==> src/rtl/trap_sequencer.sv <==
// Machine-mode trap entry / mret sequencer: IDLE -> FLUSH -> WRITE -> REDIRECT -> IDLE.
// Define TRAP_VECTORED_EN to vector timer interrupts when mtvec mode is 2'b01.
module trap_sequencer #(
   parameter int XLEN       = 64,
   parameter int TIMER_CODE = 7
) (
   input  logic            clk,
   input  logic            rst_n,
   input  logic            commit_valid_i,
   input  logic [XLEN-1:0] commit_pc_i,
   input  logic            illegal_i,
   input  logic            ebreak_i,
   input  logic            ecall_i,
   input  logic            mret_i,
   input  logic            irq_timer_i,
   input  logic            mstatus_mie_i,
   input  logic            mie_mtie_i,
   input  logic [XLEN-1:0] mtvec_i,
   input  logic [XLEN-1:0] mepc_i,
   input  logic            pipe_idle_i,
   input  logic            redirect_ready_i,
   output logic            commit_kill_o,
   output logic            flush_o,
   output logic            stall_o,
   output logic            trap_we_o,
   output logic            mret_we_o,
   output logic [XLEN-1:0] trap_mepc_o,
   output logic [XLEN-1:0] trap_mcause_o,
   output logic            redirect_valid_o,
   output logic [XLEN-1:0] redirect_pc_o,
   output logic            busy_o
);

   typedef enum logic [1:0] {IDLE, FLUSH, WRITE, REDIRECT} state_t;

   localparam logic [XLEN-1:0] ALIGN_MASK = ~XLEN'(3);

   state_t          state;
   logic            is_mret_q;
   logic [XLEN-1:0] pc_q;
   logic [XLEN-1:0] cause_q;
   logic [XLEN-1:0] target_q;

   logic            irq_take;
   logic            sync_evt;
   logic            take_mret;
   logic            evt;
   logic [XLEN-1:0] base;
   logic [XLEN-1:0] cause_d;
   logic [XLEN-1:0] target_d;

   // NOTE: every signal written here gets a default first, so no latch is inferred.
   always_comb begin
      irq_take  = irq_timer_i & mstatus_mie_i & mie_mtie_i;
      sync_evt  = illegal_i | ebreak_i | ecall_i;
      take_mret = mret_i & ~sync_evt;
      evt       = commit_valid_i & (sync_evt | mret_i | irq_take);
      base      = mtvec_i & ALIGN_MASK;
      cause_d   = '0;
      target_d  = base;
      if (illegal_i)      cause_d = XLEN'(2);
      else if (ebreak_i)  cause_d = XLEN'(3);
      else if (ecall_i)   cause_d = XLEN'(11);
      else if (mret_i)    target_d = mepc_i & ALIGN_MASK;
      else begin
         cause_d = {1'b1, (XLEN-1)'(TIMER_CODE)};
`ifdef TRAP_VECTORED_EN
         if (mtvec_i[1:0] == 2'b01) target_d = base + XLEN'(4 * TIMER_CODE);
`endif
      end
   end

   // Gated by rst_n so that every output reads 0 while reset is held.
   assign commit_kill_o = rst_n & (state == IDLE) & evt & ~take_mret;

   assign trap_mepc_o   = pc_q;
   assign trap_mcause_o = cause_q;
   assign redirect_pc_o = target_q;

   // NOTE: sequential state uses non-blocking assignments only, so all registers update together.
   always_ff @(posedge clk or negedge rst_n) begin
      if (!rst_n) begin
         state            <= IDLE;
         is_mret_q        <= 1'b0;
         pc_q             <= '0;
         cause_q          <= '0;
         target_q         <= '0;
         flush_o          <= 1'b0;
         stall_o          <= 1'b0;
         trap_we_o        <= 1'b0;
         mret_we_o        <= 1'b0;
         redirect_valid_o <= 1'b0;
         busy_o           <= 1'b0;
      end else begin
         case (state)
            IDLE: begin
               if (evt) begin
                  state     <= FLUSH;
                  flush_o   <= 1'b1;
                  stall_o   <= 1'b1;
                  busy_o    <= 1'b1;
                  is_mret_q <= take_mret;
                  pc_q      <= commit_pc_i & ALIGN_MASK;
                  cause_q   <= cause_d;
                  target_q  <= target_d;
               end
            end
            FLUSH: begin
               if (pipe_idle_i) begin
                  state     <= WRITE;
                  flush_o   <= 1'b0;
                  trap_we_o <= ~is_mret_q;
                  mret_we_o <= is_mret_q;
               end
            end
            WRITE: begin
               state            <= REDIRECT;
               trap_we_o        <= 1'b0;
               mret_we_o        <= 1'b0;
               redirect_valid_o <= 1'b1;
            end
            REDIRECT: begin
               if (redirect_ready_i) begin
                  state            <= IDLE;
                  redirect_valid_o <= 1'b0;
                  stall_o          <= 1'b0;
                  busy_o           <= 1'b0;
               end
            end
            default: state <= IDLE;
         endcase
      end
   end

endmodule

==> config.mk <==
export PLATFORM = sky130hd
export DESIGN_NAME = trap_sequencer
export DESIGN_NICKNAME = d
export VERILOG_FILES = /design/src/rtl/trap_sequencer.sv
export SDC_FILE = /design/constraint.sdc
export NUM_CORES = 1
export LEC_CHECK = 0
export BUFFER_PORTS_ARGS = -buffer_cell sky130_fd_sc_hd__buf_2
export CORE_MARGIN = 2
export CORE_UTILIZATION = 25
export DETAILED_ROUTE_END_ITERATION = 8
export PLACE_DENSITY = 0.59
export SLEW_MARGIN = 20
export SYNTH_ARGS = -nofsm -noshare
export SYNTH_HDL_FRONTEND = slang
export SYNTH_SLANG_ARGS = --single-unit
==> constraint.sdc <==
create_clock -name clk -period 2.7 [get_ports clk]
set_input_delay 0.27 -clock clk [delete_from_list [all_inputs] [get_ports clk]]
set_output_delay 0.27 -clock clk [all_outputs]
set_load 0.01 [all_outputs]
==> results by group <==
Outcome
  – Status: complete, no violations

GRT
  – Total congestion overflow: 0
  – Largest net degree at the start of global routing: 81
  – Grt met1 use: 0.157
  – Vias in the first global route: 5018
  – Antenna violations before repair: 0
  – GR met2 Demand/Resource: 0.222
  – First-pass GRT wire length: 26.4 mm
  – GR peak layer: met2
  – Total GRT Usage: 0.129
  – GR Util met3: 0.0351

Cells and area
  – Final nets: 1197
  – Antenna Cells: 0
  – Final instance area: 0.00872 mm2
  – Fill cell count: 2614
  – P&R area growth vs syn: 38.2%
  – Fraction of layout cells with a size suffix above 1: 0.383
  – Finished Layout Cells: 1331

Power
  – Peak supply drop: 0.000327 V
  – P per Cell Area: 1040 mW/mm2
  – Pleak: 4.74 nW

Place
  – I/O Buffers: 333
  – Hpwl dp: 13.6 mm
  – # placed instances: 1298
  – Post-DP Area: 0.00811 mm2
  – RePlAce Congestion: 0.781

Floorplanning
  – FP Rows: 58
  – Die height: 163 um
  – IO Count: 403
  – Die Wd: 163 um
  – Core Region: 0.0250 mm2
  – Die area: 0.0265 mm2
  – Initial core utilization: 0.253

STA
  – Setup violators final: 0
  – Final hold vios: 0
  – Min Tclk post-route: 2.13 ns
  – Final period util: 0.790
  – RSZ-0062 raised after global routing: false
  – Slew headroom: 0.572
  – Setup TNS: 0 ns
  – Max-slew violation total from the final report: 0
  – Fin Hold WS: 0.0474 ns
  – Worst-Margin Slew: 0.641 ns
  – Max Fclk: 469 MHz
  – Clock skew: 0.0112 ns

Critical path
  – Slowest cell on the critical path: dfrtp_1
  – CP Launch Type: register
  – Crit path DAT: 1.86 ns
  – Critical path type: register to primary output
  – Max incr delay on CP: 0.40 ns
  – Crit path cell chain: inv_1, ha_1, o211ai_4, nor3b_1, buf_2
  – CP endpoint kind: primary output
  – Worst-path fanout max: 6
  – Critical path data required time: 2.43 ns

Yosys
  – Post-synthesis async set-or-reset flop share: 1.00
  – Count leader, synth: nand2_1
  – Syn_area_per_cell: 9.57 um2
  – Synthesized area: 0.00631 mm2
  – Most instantiated cells after synthesis: 258 x nand2_1, 136 x dfrtp_1, 66 x buf_4
  – Synth warn: 0
  – Yosys reg bits: 136
  – Area contributors post-synth: dfrtp_1 54%, nand2_1 15%, mux2i_1 10%
  – Area leader, netlist: dfrtp_1
  – Number of synthesized flops with an enable pin: 0
  – Post-Synthesis Cells: 660
  – Top-area cell type share of the netlist area: 0.539
  – Library cells used by synthesis: 29
  – Sequential cell area fraction in the yosys report: 0.539
  – Post-synth top flop: dfrtp_1

Worst hold path
  – Class of the worst hold path: primary input to register

Clocking
  – Cts bufs inserted: 17
  – Worst-Skew Late Latency: 0.41 ns
  – PostCTS Resize Cnt: 0
  – H-tree levels: 4
  – Worst-path clk slew: 0.06 ns
  – Clk buf depth: 2
  – TritonCTS clock tree: done
  – Root buf cell: clkbuf_16
  – Clock sink total: 136

Routing
  – DR WL/cell: 13.1 um
  – DRT Wirelength: 17.4 mm
  – DR vias/cell: 3.99
  – Antenna-violating nets left: 0
  – Initial DRC count: 265
  – Via Count: 5316
  – DRC violations left: 0
  – Pre-antenna DRT Iters: 4

Job
  – Max_cap viols: 0
## worst max-delay path, delay by kind of cell (launching register included)
kind	cells	cell delay, ns
adder cells (fa/ha/maj)	1	0.34
AND/OR/NAND/NOR	1	0.20
flip-flops	1	0.40
buffers and inverters	2	0.31
AO/OA/AOI/OAI	1	0.20
## kinds of logic (layout without fill, tap and decap cells)
group           Yosys count  in the layout  synth area share
compound gates           77             77            0.0666
fa+ha+maj                 5              5           0.00991
buf+inv                 105            384             0.115
flops                   136            136             0.539
mux                      66             66             0.105
other cells               1             63          0.000594
simple gates            270            270             0.164
## state kept, by name, summed over array words and instances (netlist names)
register and count:
trap_mepc_o 62, state 2, redirect_valid_o 1, flush_o 1
is_mret_q 1, busy_o 1, redirect_pc_o 62, mret_we_o 1
trap_we_o 1, trap_mcause_o 4
## where the power goes
group | leakage (nW) | switching, mW | total [mW] | internal (mW)
sequential | 1.70 | 0.465 | 3.43 | 2.97
combinational | 2.77 | 1.91 | 3.24 | 1.32
clock | 0.280 | 0.943 | 2.37 | 1.42
## placed cells by master, fill, tap and decap left out, types with 2 or more instances in the layout
| master | instances |
|---|---|
| ha_1 | 5 |
| a22o_1 | 2 |
| clkinv_4 | 3 |
| nor2_1 | 6 |
| clkinvlp_4 | 4 |
| inv_1 | 5 |
| buf_4 | 7 |
| o21ai_1 | 5 |
| clkbuf_16 | 17 |
| nand2_1 | 258 |
| bufinv_16 | 2 |
| buf_2 | 332 |
| a21oi_1 | 2 |
| mux2i_1 | 64 |
| o21ai_0 | 61 |
| dfrtp_1 | 136 |
| mux2_2 | 2 |
| buf_12 | 6 |
| clkbuf_8 | 2 |
| and3_1 | 2 |
| conb_1 | 63 |
| inv_6 | 3 |
## routing by layer
metal  share of wire  routed length (um)
met4          0.0095                 165
met5               0                   0
met3           0.083                1440
met2            0.49                8520
met1            0.42                7310
## through the flow
step	setup WS, ns	util	power, mW
floorplan	0.831	-	5.29
global placement	0.628	0.325	6.72
detailed placement	0.584	0.325	6.79
CTS	0.507	0.349	9.23
global route	0.384	0.349	9.78
finish	0.568	0.349	9.03
## worst paths after layout
check                                    end             start  slack [ns]  cells past startpoint
max                            commit_kill_o          state[0]        0.57                      5
min                          trap_mepc_o[30]   commit_pc_i[30]        0.05                      3
max reg2reg                  trap_mepc_o[19]          state[0]        0.79                      6
min reg2reg                 trap_mcause_o[3]  trap_mcause_o[3]        0.47                      2
max in group asynchronous  redirect_pc_o[40]             rst_n        1.61                      3
min in group asynchronous    trap_mepc_o[15]             rst_n        0.24                      2
## timing repair
action,4_1_cts,5_1_grt
setup buffers,0,0
hold buffers,1,0
hold endpoints to repair,86,0
## layout make-up
| class | count | area [um2] | area share |
|---|---|---|---|
| timing repair buffer | 347 | 1860 | 0.213 |
| sequential | 136 | 3400 | 0.390 |
| multi-input combinational | 481 | 2430 | 0.279 |
| clock inverter | 12 | 143 | 0.0164 |
| clock buffer | 20 | 457 | 0.0524 |
| tap | 330 | 413 | 0.0473 |
| inverter | 5 | 18.8 | 0.00215 |
(Power assumes the default switching activity.)
